`config.mk`:
```
export PLATFORM = sky130hd
export DESIGN_NAME = fb_rect_filler
export DESIGN_NICKNAME = d
export VERILOG_FILES = /design/src/rtl/fb_rect_filler.sv
export SDC_FILE = /design/constraint.sdc
export NUM_CORES = 1
export LEC_CHECK = 0
export ABC_CLOCK_PERIOD_IN_PS = 8600
export BUFFER_PORTS_ARGS = -buffer_cell sky130_fd_sc_hd__buf_2
export CORE_MARGIN = 5
export CORE_UTILIZATION = 55
export CTS_CLUSTER_SIZE = 20
export DETAILED_ROUTE_END_ITERATION = 16
export MAX_ROUTING_LAYER = met4
export PLACE_DENSITY_LB_ADDON = 0.12
export SLEW_MARGIN = 20
export SYNTH_ARGS = -nofsm -noshare
export SYNTH_HDL_FRONTEND = slang
export SYNTH_SLANG_ARGS = --single-unit
```
`constraint.sdc`:
```
create_clock -name Fast_Clock -period 8.6 [get_ports Fast_Clock]
set_input_delay 0.86 -clock Fast_Clock [delete_from_list [all_inputs] [get_ports Fast_Clock]]
set_output_delay 0.86 -clock Fast_Clock [all_outputs]
set_load 0.05 [all_outputs]
```
`src/rtl/fb_rect_filler.sv`:
```
// Rectangle-fill engine feeding the framebuffer write port: clips a command to the screen and
// emits one pixel per clock in row-major order. First write 2 cycles after accept; ready only when idle/FIN.
module fb_rect_filler #(
  parameter int FB_WIDTH      = 160,
  parameter int FB_HEIGHT     = 120,
  parameter int FB_COLOR_BITS = 9
) (
  input  logic                     Fast_Clock,
  input  logic                     Reset,
  input  logic                     Cmd_Valid,
  output logic                     Cmd_Ready,
  input  logic signed [31:0]       Cmd_X0,
  input  logic signed [31:0]       Cmd_Y0,
  input  logic signed [31:0]       Cmd_X1,
  input  logic signed [31:0]       Cmd_Y1,
  input  logic [FB_COLOR_BITS-1:0] Cmd_Color,
  output logic                     Busy,
  output logic                     Done,
  output logic                     Enable_Draw,
  output logic [31:0]              Draw_X,
  output logic [31:0]              Draw_Y,
  output logic [31:0]              Draw_Color
);

  localparam int XW = $clog2(FB_WIDTH);
  localparam int YW = $clog2(FB_HEIGHT);
  localparam logic signed [31:0] X_MAX = 32'(FB_WIDTH - 1);
  localparam logic signed [31:0] Y_MAX = 32'(FB_HEIGHT - 1);

  typedef enum logic [1:0] {S_IDLE, S_SETUP, S_FILL, S_FIN} state_t;

  state_t                   r_state, w_state_nxt;
  logic signed [31:0]       r_x0, r_y0, r_x1, r_y1;
  logic [FB_COLOR_BITS-1:0] r_color;
  logic [XW-1:0]            r_xl, r_xh, r_x;
  logic [YW-1:0]            r_yh, r_y;
  logic                     r_ready, r_busy, r_done, r_en;

  logic [XW-1:0]            w_xl_nxt, w_xh_nxt, w_x_nxt;
  logic [YW-1:0]            w_yh_nxt, w_y_nxt;
  logic                     w_ready_nxt, w_busy_nxt, w_done_nxt, w_en_nxt, w_latch;

  // Normalise corner order, then clip against the screen with signed compares.
  logic signed [31:0] w_xmin, w_xmax, w_ymin, w_ymax;
  logic signed [31:0] w_xl, w_xh, w_yl, w_yh;
  logic               w_offscreen;

  always_comb begin
    w_xmin      = (r_x0 < r_x1) ? r_x0 : r_x1;
    w_xmax      = (r_x0 < r_x1) ? r_x1 : r_x0;
    w_ymin      = (r_y0 < r_y1) ? r_y0 : r_y1;
    w_ymax      = (r_y0 < r_y1) ? r_y1 : r_y0;
    w_xl        = (w_xmin < 32'sd0) ? 32'sd0 : w_xmin;
    w_xh        = (w_xmax > X_MAX) ? X_MAX : w_xmax;
    w_yl        = (w_ymin < 32'sd0) ? 32'sd0 : w_ymin;
    w_yh        = (w_ymax > Y_MAX) ? Y_MAX : w_ymax;
    w_offscreen = (w_xl > w_xh) || (w_yl > w_yh);
  end

  always_comb begin
    w_state_nxt = r_state;
    w_ready_nxt = r_ready;
    w_busy_nxt  = r_busy;
    w_done_nxt  = 1'b0;
    w_en_nxt    = r_en;
    w_x_nxt     = r_x;
    w_y_nxt     = r_y;
    w_xl_nxt    = r_xl;
    w_xh_nxt    = r_xh;
    w_yh_nxt    = r_yh;
    w_latch     = 1'b0;
    case (r_state)
      S_IDLE, S_FIN: begin
        w_state_nxt = S_IDLE;
        w_ready_nxt = 1'b1;
        w_busy_nxt  = 1'b0;
        if (Cmd_Valid && r_ready) begin
          w_latch     = 1'b1;
          w_state_nxt = S_SETUP;
          w_ready_nxt = 1'b0;
          w_busy_nxt  = 1'b1;
        end
      end
      S_SETUP: begin
        if (w_offscreen) begin
          w_state_nxt = S_FIN;
          w_done_nxt  = 1'b1;
          w_busy_nxt  = 1'b0;
          w_ready_nxt = 1'b1;
        end else begin
          w_state_nxt = S_FILL;
          w_xl_nxt    = w_xl[XW-1:0];
          w_xh_nxt    = w_xh[XW-1:0];
          w_yh_nxt    = w_yh[YW-1:0];
          w_x_nxt     = w_xl[XW-1:0];
          w_y_nxt     = w_yl[YW-1:0];
          w_en_nxt    = 1'b1;
        end
      end
      S_FILL: begin
        if ((r_x == r_xh) && (r_y == r_yh)) begin
          w_state_nxt = S_FIN;
          w_en_nxt    = 1'b0;
          w_done_nxt  = 1'b1;
          w_busy_nxt  = 1'b0;
          w_ready_nxt = 1'b1;
        end else if (r_x < r_xh) begin
          w_x_nxt = r_x + 1'b1;
        end else begin
          w_x_nxt = r_xl;
          w_y_nxt = r_y + 1'b1;
        end
      end
      default: w_state_nxt = S_IDLE;
    endcase
  end

  always_ff @(posedge Fast_Clock) begin
    if (Reset) begin
      r_state <= S_IDLE;
      r_ready <= 1'b1;
      r_busy  <= 1'b0;
      r_done  <= 1'b0;
      r_en    <= 1'b0;
      r_x     <= '0;
      r_y     <= '0;
      r_xl    <= '0;
      r_xh    <= '0;
      r_yh    <= '0;
      r_x0    <= '0;
      r_y0    <= '0;
      r_x1    <= '0;
      r_y1    <= '0;
      r_color <= '0;
    end else begin
      r_state <= w_state_nxt;
      r_ready <= w_ready_nxt;
      r_busy  <= w_busy_nxt;
      r_done  <= w_done_nxt;
      r_en    <= w_en_nxt;
      r_x     <= w_x_nxt;
      r_y     <= w_y_nxt;
      r_xl    <= w_xl_nxt;
      r_xh    <= w_xh_nxt;
      r_yh    <= w_yh_nxt;
      if (w_latch) begin
        r_x0    <= Cmd_X0;
        r_y0    <= Cmd_Y0;
        r_x1    <= Cmd_X1;
        r_y1    <= Cmd_Y1;
        r_color <= Cmd_Color;
      end
    end
  end

  assign Cmd_Ready   = r_ready;
  assign Busy        = r_busy;
  assign Done        = r_done;
  assign Enable_Draw = r_en;
  assign Draw_X      = {{(32-XW){1'b0}}, r_x};
  assign Draw_Y      = {{(32-YW){1'b0}}, r_y};
  assign Draw_Color  = {{(32-FB_COLOR_BITS){1'b0}}, r_color};

endmodule

```
==> results.txt, run 1 <==
----------------------------------------------------
[Worst setup path]
  Worst endpoint required time ... 8.93 ns
  Maximum fanout along the worst path ... 66
  Crit. End Element ... register
  Master of the slowest instance on the critical path ... sky130_fd_sc_hd__a211o_1
  Reg-to-reg endpoint ... r_x[0]$_SDFFE_PP0P_
  Worst R2R Start ... r_x1[31]$_SDFFE_PP0P_
  Critical Path AT ... 7.69 ns
  CP max stage delay ... 0.81 ns
  Worst reg2reg path depth ... 21
  Category of the critical setup timing path ... register to register
  Critical path, cell by cell ... inv_1, ha_1, nand4_1, o22a_1, o31ai_1, a2111oi_0, a31o_4, buf_16, mux2_2, a211o_1, nand2_1, ha_1, a2111oi_0, o31ai_1, a211oi_1, o21ai_0, nor3_1, o41a_1, nand4_4, or3_1, o211a_1
  Register-to-register setup slack ... 1.24 ns
  Worst setup SP type ... register

[STA]
  Worst clock skew ... 0.01524 ns
  Achievable clock frequency ... 135.9 MHz
  Final total negative setup slack ... 0 ns
  Final number of max-transition violations ... 0
  Post-layout min period ... 7.358 ns
  Setup violators final ... 0
  Remaining max-slew budget at the tightest pin ... 30.68%
  Final Hold Viols ... 0
  Unrepaired setup endpoints after global routing ... false
  Slew at the pin with the worst max-slew slack ... 1.040 ns
  Share of the clock period used by the worst path after layout ... 85.55%

[Layout]
  Layout net count ... 2,118
  Post-Layout Cell Count ... 2,175
  Most common cell after layout, fill and taps aside ... sky130_fd_sc_hd__nand2_1
  Leading cell types in the layout, fill and taps excluded ... sky130_fd_sc_hd__nand2_1, sky130_fd_sc_hd__a21oi_1, sky130_fd_sc_hd__dfxtp_1
  Final core utilization ... 61.29%
  Fraction of layout instances using a drive strength above 1 ... 15.64%
  Area delta synth->final ... 10.01%

[Floorplan]
  Area of the die ... 0.02688 mm2
  Die outline height ... 164.0 um
  Die span in x ... 164.0 um
  Number of rows created at floorplan ... 56
  Number of primary I/O pins ... 240
  Core area ... 0.02340 mm2
  Effective utilization at floorplan ... 55.71%

[Clock tree]
  Clock latency on the worst-skew pair ... 0.44 ns
  Post-CTS resize count ... 0
  Root buffer cell ... sky130_fd_sc_hd__clkbuf_16
  Clock Sinks ... 181
  H-tree depth ... 4
  Maximum clock insertion buffer count ... 2
  Clock slew at the register clock pins of the worst setup and hold paths ... 0.07 ns
  Cts hold-fix bufs ... 0
  # Post-CTS Setup Buffers ... 0
  TritonCTS clock tree ... done
  CTS buffer count ... 17

[Global routing]
  Busiest metal layer after global routing ... met2
  M3 GR Usage ... 4.492%
  Maximum number of pins on one net before global-route repair ... 128
  Global-route wire length before repair ... 55,360 um
  GRT Util Overall ... 25.93%
  Via count of the first global-routing pass ... 10,933
  Met2 Use GR ... 37.77%
  Overflow left after global routing ... 0
  Global-route met1 utilization ... 37.33%
  Antenna violations before repair ... 2

[Placed design]
  Post-placement cell count ... 2,141
  Buffers on Ports ... 167
  Routability congestion estimate ... 0.9566
  Detailed placer's ending HPWL ... 26,150 um

[Synthesis]
  Mapped Avg Cell Area ... 7.489 um2
  Synthesized instance count ... 1,741
  Dominant cell type by area after synthesis ... sky130_fd_sc_hd__dfxtp_1
  Ranking of synthesized cells by area ... sky130_fd_sc_hd__dfxtp_1, sky130_fd_sc_hd__ha_1, sky130_fd_sc_hd__nand2_1
  Fraction of synthesis flops using an asynchronous set or reset pin ... 0%
  Primary flip-flop cell chosen by synthesis mapping ... sky130_fd_sc_hd__dfxtp_1
  Number of enable flip-flop cells after synthesis ... 0
  Fraction of post-synthesis cell area in the top cell type by area ... 27.79%
  Cell variety after synth ... 68
  Sequential element share of the synthesized area ... 27.79%
  Number of register bits inferred by synthesis ... 181
  Synthesized cell area ... 0.01304 mm2
  YS warnings ... 0

[Route]
  Vias per cell ... 5.465
  Wirelength per Cell ... 16.02 um
  Number of nets with antenna violations after routing ... 0
  Number of iterations in the first detailed-routing pass ... 4
  Total vias in the final route ... 11,886
  Remaining DRCs ... 0
  Detailed Route WL ... 34,840 um
  Initial drt markers ... 876

[Min path]
  Origin of the worst min-delay path ... r_color[8]$_SDFFE_PP0P_
  Worst min-delay path class ... register to register
  Hold-critical path depth ... 2
  Capture endpoint of the worst hold path ... r_color[8]$_SDFFE_PP0P_

[Run]
  Max-capacitance violation count ... 0

[Power and ir drop]
  Lkg Pwr ... 0.006285 uW
  Largest vdd supply drop ... 0.3305 mV
  Pwr Density ... 430.0 mW/mm2

[Run status]
  Run status ... completed

----------------------------------------------------
-- final cells by class --
class / instances / area [um2]
fillers: 2270 / 9060
multi-input cells: 1368 / 8383
flip-flops and latches: 181 / 3623
repair buffers: 177 / 937.1
clock buffers: 20 / 466.7
well taps: 319 / 399.1
inverters: 97 / 364.1
clock inverters: 11 / 163.9
diodes: 2 / 5.005
-- metrics by stage --
stage | setup WS (ns) | area, um2 | power, uW | hold WS, ns
after floorplan | 3.154 | 13300 | 4489 | 0.4363
after global placement | 1.495 | 13680 | 5161 | 0.4384
after detailed placement | 1.078 | 13680 | 5234 | 0.4446
after CTS | 1.053 | 14310 | 6101 | 0.4547
after global routing | 0.5660 | 14340 | 6679 | 0.4755
final | 1.242 | 14340 | 6167 | 0.4541
-- registers in the layout, summed over array words and instances (netlist names) --
signal / count
Busy: 1
Cmd_Ready: 1
Done: 1
Enable_Draw: 1
r_color: 9
r_state: 2
r_x: 8
r_x0: 32
r_x1: 32
r_xh: 8
r_xl: 8
r_y: 7
r_y0: 32
r_y1: 32
r_yh: 7
-- power by group --
part / internal, uW / total (uW) / switching, uW
Combinational: 1510 / 4000 / 2490
Clock: 488 / 854 / 366
Sequential: 1050 / 1320 / 263
Total: 3050 / 6170 / 3120
-- cells by family after synthesis --
family          after synthesis  share of synthesized area [%]
compound gates              391                          18.09
simple gates                670                          22.75
flops                       181                          27.79
xor+xnor                     13                         0.8733
mux                          86                          7.111
fa+ha+maj                   136                          13.05
other cells                   1                        0.02876
buf+inv                     263                          10.30
-- metal layers --
layer	up-vias	wire length, um	part of all wire, %
li1	6059	-	-
met1	5486	17570	50
met2	304	14750	42
met3	37	1975	5.7
met4	0	540	1.6
met5	-	0	0
-- cells in the mapped netlist, drive strengths merged, types with 3 or more instances --
library cell	number
a2111oi	7
a211o	7
a211oi	15
a21o	24
a21oi	247
a221oi	4
a31o	3
a31oi	6
and2	8
and3	5
buf	108
clkbuf	58
dfxtp	181
ha	136
inv	97
mux2	33
mux2i	53
nand2	360
nand2b	12
nand3	17
nand3b	12
nand4	30
nor2	141
nor2b	9
nor3	14
nor4	25
o211ai	5
o21a	3
o21ai	29
o22ai	7
o31a	4
o31ai	13
o32ai	4
or2	26
or4	4
xnor2	7
xor2	6
-- worst max-delay path, delay by kind of cell, from the launching register on --
family	cells	cell delay, ns
and+or+nand+nor	5	1.51
muxes	1	0.28
adders and majority gates	2	0.73
DFF	1	0.58
AOI/OAI and AO/OA	11	3.60
buffers and inverters	2	0.51
-- worst max path at each step --
stage / from / slack, ns / endpoint / depth (start not counted)
2_1_floorplan: r_x1[31]$_SDFFE_PP0P_ / 3.15 / r_x[0]$_SDFFE_PP0P_ / 25
3_3_place_gp: r_x1[31]$_SDFFE_PP0P_ / 1.50 / r_x[0]$_SDFFE_PP0P_ / 20
3_5_place_dp: r_x1[31]$_SDFFE_PP0P_ / 1.08 / r_x[0]$_SDFFE_PP0P_ / 20
4_1_cts: r_x1[31]$_SDFFE_PP0P_ / 1.05 / r_x[0]$_SDFFE_PP0P_ / 20
5_1_grt: r_x1[31]$_SDFFE_PP0P_ / 0.57 / r_x[0]$_SDFFE_PP0P_ / 21
6_report: r_x1[31]$_SDFFE_PP0P_ / 1.24 / r_x[0]$_SDFFE_PP0P_ / 21
Power figures use the tool's default switching activity.
==> run 2: changes to the inputs <==
- ABC_AREA: unset -> 1
- CELL_PAD_IN_SITES_DETAIL_PLACEMENT: unset -> 0
- CELL_PAD_IN_SITES_GLOBAL_PLACEMENT: unset -> 1
- CORE_UTILIZATION: 55 -> 43
==> results.txt, run 2 <==
----------------------------------------------------
[Clock tree]
  TritonCTS clock tree ... done
  Maximum clock insertion buffer count ... 2 (unchanged)
  H-tree depth ... 4 (unchanged)
  CTS buffer count ... 17 (unchanged)
  Root buffer cell ... sky130_fd_sc_hd__clkbuf_16
  Post-CTS resize count ... 0 (unchanged)
  # Post-CTS Setup Buffers ... 0 (unchanged)
  Clock Sinks ... 181 (unchanged)
  Clock latency on the worst-skew pair ... 0.45 ns (about the same)
  Cts hold-fix bufs ... 0 (unchanged)
  Clock slew at the register clock pins of the worst setup and hold paths ... 0.08 ns (about the same)

[Worst setup path]
  Worst setup SP type ... register
  Worst reg2reg path depth ... 40 (+90%)
  Master of the slowest instance on the critical path ... sky130_fd_sc_hd__nand2_2
  Category of the critical setup timing path ... register to register
  Critical path depth in cells ... 40 (+90%)
  Register-to-register setup slack ... 1.39 ns (+0.15 ns)
  Critical path's most frequent cell ... sky130_fd_sc_hd__nand2_1
  CP max stage delay ... 0.73 ns (-0.08 ns)
  Critical path buffer and inverter count ... 5 (+3)
  Maximum fanout along the worst path ... 64 (-3.0%)
  Critical Path AT ... 7.54 ns (-0.15 ns)
  Worst endpoint required time ... 8.93 ns (about the same)
  Crit. End Element ... register
  Reg-to-reg endpoint ... r_xl[6]$_SDFFE_PP0P_
  Worst R2R Start ... r_x1[31]$_SDFFE_PP0P_
  Top delay family on crit path ... simple AND/OR/NAND/NOR gates

[Min path]
  Worst min-delay path class ... register to register
  Origin of the worst min-delay path ... r_xl[6]$_SDFFE_PP0P_
  Capture endpoint of the worst hold path ... r_xl[6]$_SDFFE_PP0P_
  Hold-critical path depth ... 2 (unchanged)

[Floorplan]
  Die outline height ... 186.1 um (+14%)
  Area of the die ... 0.03463 mm2 (+29%)
  Die span in x ... 186.1 um (+14%)
  Number of rows created at floorplan ... 64 (+14%)
  Effective utilization at floorplan ... 43.59% (-12 points)
  Core area ... 0.03059 mm2 (+31%)
  Number of primary I/O pins ... 240 (unchanged)

[Layout]
  Most common cell after layout, fill and taps aside ... sky130_fd_sc_hd__nand2_1
  Layout net count ... 2,439 (+15%)
  Fraction of layout instances using a drive strength above 1 ... 10.80% (-4.8 points)
  Area delta synth->final ... 9.534%
  Antenna Diode Count ... 0 (-2)
  Final Cell Area ... 0.01461 mm2 (+1.8%)
  Leading cell types in the layout, fill and taps excluded ... sky130_fd_sc_hd__nand2_1, sky130_fd_sc_hd__inv_1, sky130_fd_sc_hd__o21ai_0

[Global routing]
  Global-route wire length before repair ... 59,370 um (+7.2%)
  Overflow left after global routing ... 0 (unchanged)
  Via count of the first global-routing pass ... 12,206 (+12%)
  GRT Util Overall ... 21.58% (-4.4 points)
  Antenna violations before repair ... 0 (-2)
  Maximum number of pins on one net before global-route repair ... 100 (-22%)

[Placed design]
  Routability congestion estimate ... 0.8490 (-11%)
  Buffers on Ports ... 167 (unchanged)
  Setup slack at placement ... 1.359 ns (+0.2811 ns)
  Detailed placer's ending HPWL ... 27,880 um (+6.6%)
  Placement-stage cell area ... 0.01400 mm2 (+2.3%)

[Synthesis]
  Adder-cell share of the synthesized area ... 12.76% (-0.29 points)
  Synthesized cell area ... 0.01333 mm2 (+2.3%)
  Dominant cell type by area after synthesis ... sky130_fd_sc_hd__dfxtp_1
  Post-synthesis xor/xnor area fraction ... 0.5255% (-0.35 points)
  Ranking of synthesized cells by area ... sky130_fd_sc_hd__dfxtp_1, sky130_fd_sc_hd__nand2_1, sky130_fd_sc_hd__ha_1
  Number of enable flip-flop cells after synthesis ... 0 (unchanged)
  Post-synthesis simple-gate area fraction ... 23.73% (+0.98 points)
  Number of register bits inferred by synthesis ... 181 (unchanged)
  Mapped Avg Cell Area ... 6.442 um2 (-14%)
  YS warnings ... 0 (unchanged)
  Synthesized instance count ... 2,070 (+19%)
  Post-synthesis compound-gate area fraction ... 20.47% (+2.4 points)
  Most numerous cell types in the synthesized netlist ... sky130_fd_sc_hd__nand2_1, sky130_fd_sc_hd__inv_1, sky130_fd_sc_hd__o21ai_0
  Cell variety after synth ... 41 (-40%)
  Fraction of post-synthesis cell area in the top cell type by area ... 27.17% (-0.62 points)
  Share of cell area taken by muxes after synthesis ... 0% (-7.1 points)
  Sequential element share of the synthesized area ... 27.17% (-0.62 points)
  Most used standard cell by instance count after synthesis ... sky130_fd_sc_hd__nand2_1
  Primary flip-flop cell chosen by synthesis mapping ... sky130_fd_sc_hd__dfxtp_1
  Largest family of logic cells by synthesized area ... simple AND/OR/NAND/NOR gates
  Fraction of synthesis flops using an asynchronous set or reset pin ... 0% (unchanged)

[STA]
  Remaining max-slew budget at the tightest pin ... 31.88% (+1.2 points)
  Worst clock skew ... 0.01455 ns (-0.0006822 ns)
  Post-layout min period ... 7.212 ns (-0.1454 ns)
  Setup violators final ... 0 (unchanged)
  Unrepaired setup endpoints after global routing ... false
  Final setup margin ... 1.388 ns (+0.1454 ns)
  Achievable clock frequency ... 138.7 MHz (+2.0%)
  Final total negative setup slack ... 0 ns (unchanged)
  Slew at the pin with the worst max-slew slack ... 1.018 ns (-0.02158 ns)
  Share of the clock period used by the worst path after layout ... 83.86% (-1.7 points)
  Final number of max-transition violations ... 0 (unchanged)
  Final Hold Viols ... 0 (unchanged)

[Route]
  Detailed Route WL ... 36,420 um (+4.6%)
  Number of nets with antenna violations after routing ... 0 (unchanged)
  Wirelength per Cell ... 14.16 um (-12%)
  Remaining DRCs ... 0 (unchanged)
  Initial drt markers ... 667 (-24%)
  Vias per cell ... 4.953 (-9.4%)
  Number of iterations in the first detailed-routing pass ... 5 (+1)
  Total vias in the final route ... 12,738 (+7.2%)

[Run status]
  Run status ... completed

[Run]
  Max-capacitance violation count ... 0 (unchanged)

----------------------------------------------------
[run 2: cell type report]
cell class,instances,area [um2]
Clock inverter,15,183.9
Tap cell,396,495.5
Clock buffer,17,425.4
Sequential cell,181,3623
Inverter,281,1056
Timing Repair Buffer,172,873.3
Fill cell,3307,15980
Multi-Input combinational cell,1510,7948
[run 2: per-stage QoR]
| stage | std cells | hold WS, ns | utilization, % |
|---|---|---|---|
| floorplan | 2141 | 0.4297 | - |
| global placement | 2540 | 0.4443 | 45.75 |
| CTS | 2572 | 0.4666 | 47.75 |
| global route | 2572 | 0.4899 | 47.75 |
| finish | 2572 | 0.4658 | 47.75 |
| detailed placement | 2540 | 0.4542 | 45.75 |
[run 2: logic make-up (layout without fill, tap and decap cells)]
family	count (synthesis)	count (layout)
AND/OR/NAND/NOR	775	775
AO/OA/AOI/OAI	519	519
buffers and inverters	450	485
flip-flops	181	181
adder cells (fa/ha/maj)	136	136
XOR/XNOR	8	8
other	1	72
[run 2: how the worst max path moves through the flow]
stage,to,startpoint,slack [ns]
global route,r_xl[6]$_SDFFE_PP0P_,r_x1[31]$_SDFFE_PP0P_,0.49
finish,r_xl[6]$_SDFFE_PP0P_,r_x1[31]$_SDFFE_PP0P_,1.39
global placement,r_xl[1]$_SDFFE_PP0P_,r_x1[31]$_SDFFE_PP0P_,1.45
CTS,r_xl[6]$_SDFFE_PP0P_,r_x1[31]$_SDFFE_PP0P_,1.34
floorplan,r_xh[2]$_SDFFE_PP0P_,r_x1[31]$_SDFFE_PP0P_,4.14
detailed placement,r_xl[6]$_SDFFE_PP0P_,r_x1[31]$_SDFFE_PP0P_,1.36
[run 2: layer usage]
layer	share of wire, %	GRT usage [%]	up-vias
met5	0	-	-
met2	49	37.61	226
met1	46	26.92	5757
met3	3.6	2.501	26
met4	1.3	4.809	0
li1	-	-	6729
[run 2: worst reg2reg max path: cells and delay by family, from the launching register on]
| kind | cells | cell delay [ns] |
|---|---|---|
| AO/OA/AOI/OAI | 5 | 0.82 |
| adder cells (fa/ha/maj) | 2 | 0.68 |
| buffers and inverters | 5 | 0.85 |
| flip-flops | 1 | 0.41 |
| AND/OR/NAND/NOR | 28 | 4.35 |
Power of run 2 is left out: the tool's default activity adds up to more than one toggle a clock period on the data nets, which glitch-free logic cannot reach.
==> run 3: changes to the inputs <==
- ABC_CLOCK_PERIOD_IN_PS: 8600 -> 7000
- CORE_UTILIZATION: 43 -> 40
- clock period: 8.6 -> 7 ns (I/O delays scaled with it)
==> results.txt, run 3 (synthesis results as in run 2) <==
----------------------------------------------------
[Run status]
  Run status ... completed

[Worst setup path]
  Top delay family on crit path ... simple AND/OR/NAND/NOR gates
  Worst setup SP type ... register
  Register-to-register setup slack ... 0.87 ns (-0.52 ns)
  CP max stage delay ... 0.42 ns (-0.31 ns)
  Maximum fanout along the worst path ... 24 (-63%)
  Category of the critical setup timing path ... register to register
  Reg-to-reg endpoint ... r_y[6]$_SDFFE_PP0P_
  Worst reg2reg path depth ... 39 (-2.5%)
  Worst endpoint required time ... 7.39 ns (-1.54 ns)
  Master of the slowest instance on the critical path ... sky130_fd_sc_hd__dfxtp_1
  Critical Path AT ... 6.52 ns (-1.02 ns)
  Critical path's most frequent cell ... sky130_fd_sc_hd__nand2_1
  Crit. End Element ... register
  Critical path buffer and inverter count ... 3 (-2)
  Worst R2R Start ... r_x1[31]$_SDFFE_PP0P_

[Floorplan]
  Area of the die ... 0.03709 mm2 (+7.1%)
  Number of rows created at floorplan ... 66 (+3.1%)
  Core area ... 0.03270 mm2 (+6.9%)
  Effective utilization at floorplan ... 40.78% (-2.8 points)
  Die outline height ... 192.6 um (+3.5%)
  Number of primary I/O pins ... 240 (unchanged)
  Die span in x ... 192.6 um (+3.5%)

[Placed design]
  Routability congestion estimate ... 0.8479 (-0.13%)
  Setup slack at placement ... 0.8314 ns (-0.5280 ns)
  Buffers on Ports ... 167 (unchanged)
  Detailed placer's ending HPWL ... 29,040 um (+4.2%)

[Global routing]
  Via count of the first global-routing pass ... 12,521 (+2.6%)
  Global-route wire length before repair ... 61,820 um (+4.1%)
  GRT Util Overall ... 20.98% (-0.60 points)
  Maximum number of pins on one net before global-route repair ... 163 (+63%)
  Antenna violations before repair ... 0 (unchanged)
  Overflow left after global routing ... 0 (unchanged)

[Min path]
  Capture endpoint of the worst hold path ... r_color[6]$_SDFFE_PP0P_
  Hold-critical path depth ... 2 (unchanged)
  Worst min-delay path class ... register to register
  Origin of the worst min-delay path ... r_color[6]$_SDFFE_PP0P_

[Layout]
  Antenna Diode Count ... 0 (unchanged)
  Layout net count ... 2,455 (+0.66%)
  Leading cell types in the layout, fill and taps excluded ... sky130_fd_sc_hd__nand2_1, sky130_fd_sc_hd__inv_1, sky130_fd_sc_hd__o21ai_0
  Most common cell after layout, fill and taps aside ... sky130_fd_sc_hd__nand2_1
  Area delta synth->final ... 10.88%
  Fraction of layout instances using a drive strength above 1 ... 11.36% (+0.57 points)

[Clock tree]
  Root buffer cell ... sky130_fd_sc_hd__clkbuf_16
  # Post-CTS Setup Buffers ... 0 (unchanged)
  Clock latency on the worst-skew pair ... 0.45 ns (about the same)
  TritonCTS clock tree ... done
  Maximum clock insertion buffer count ... 2 (unchanged)
  CTS buffer count ... 17 (unchanged)
  H-tree depth ... 4 (unchanged)
  Clock Sinks ... 181 (unchanged)
  Clock slew at the register clock pins of the worst setup and hold paths ... 0.07 ns (about the same)

[STA]
  Achievable clock frequency ... 163.0 MHz (+18%)
  Remaining max-slew budget at the tightest pin ... 42.85% (+11 points)
  Final Hold Viols ... 0 (unchanged)
  Worst clock skew ... 0.01358 ns (-0.0009720 ns)
  Slew at the pin with the worst max-slew slack ... 0.8572 ns (-0.1609 ns)
  Post-layout min period ... 6.133 ns (-1.079 ns)
  Worst Hold Slack ... 0.4647 ns (-0.001162 ns)
  Share of the clock period used by the worst path after layout ... 87.62% (+3.8 points)
  Final total negative setup slack ... 0 ns (unchanged)
  Setup violators final ... 0 (unchanged)
  Final number of max-transition violations ... 0 (unchanged)
  Final setup margin ... 0.8668 ns (-0.5209 ns)
  Unrepaired setup endpoints after global routing ... false

[Route]
  Detailed Route WL ... 37,770 um (+3.7%)
  Remaining DRCs ... 0 (unchanged)
  Number of nets with antenna violations after routing ... 0 (unchanged)
  Total vias in the final route ... 12,821 (+0.65%)
  Number of iterations in the first detailed-routing pass ... 8 (+3)
  Initial drt markers ... 624 (-6.4%)
  Vias per cell ... 4.869 (-1.7%)
  Wirelength per Cell ... 14.35 um (+1.3%)

[Run]
  Max-capacitance violation count ... 0 (unchanged)

----------------------------------------------------
[run 3: area by class of cell]
cell class	instances	area (um2)
repair buffers	188	1031
flip-flops and latches	181	3623
multi-input cells	1510	7953
clock buffers	21	470.5
inverters	281	1056
clock inverters	10	97.59
well taps	442	553.0
fillers	3593	17920
[run 3: worst max-delay path by stage]
| stage | startpoint | cells past startpoint | endpoint | slack [ns] |
|---|---|---|---|---|
| 2_1_floorplan | r_x1[31]$_SDFFE_PP0P_ | 43 | r_xh[2]$_SDFFE_PP0P_ | 2.54 |
| 3_3_place_gp | r_x1[31]$_SDFFE_PP0P_ | 41 | r_y[5]$_SDFFE_PP0P_ | 1.00 |
| 3_5_place_dp | r_x1[31]$_SDFFE_PP0P_ | 41 | r_y[6]$_SDFFE_PP0P_ | 0.83 |
| 4_1_cts | r_x1[31]$_SDFFE_PP0P_ | 39 | r_y[6]$_SDFFE_PP0P_ | 0.76 |
| 5_1_grt | r_x1[31]$_SDFFE_PP0P_ | 41 | r_y[5]$_SDFFE_PP0P_ | 0.01 |
| 6_report | r_x1[31]$_SDFFE_PP0P_ | 39 | r_y[6]$_SDFFE_PP0P_ | 0.87 |
[run 3: timing repair]
item,CTS,global route
hold buffers,0,0
resized for setup,0,1
endpoints found under the setup margin,0,1
[run 3: per-stage QoR]
| stage | util (%) | area (um2) | cells |
|---|---|---|---|
| after floorplan | - | 13600 | 2141 |
| after global placement | 43.46 | 14210 | 2602 |
| after detailed placement | 43.46 | 14210 | 2602 |
| after CTS | 45.19 | 14780 | 2633 |
| after global routing | 45.21 | 14780 | 2633 |
| final | 45.21 | 14780 | 2633 |
[run 3: worst register-to-register path, delay by kind of cell (launching register included)]
kind,cells,cell delay [ns]
AND/OR/NAND/NOR,30,3.94
adder cells (fa/ha/maj),2,0.66
AO/OA/AOI/OAI,4,0.61
buffers and inverters,3,0.44
flip-flops,1,0.42
[run 3: routing by layer]
layer,track usage [%],vias up,part of all wire (%)
met3,3.057,36,3.8
met5,-,-,0
met1,27.15,5783,48
met4,4.608,0,1.4
li1,-,6757,-
met2,34.95,245,47
Power of run 3 is left out for the same reason.
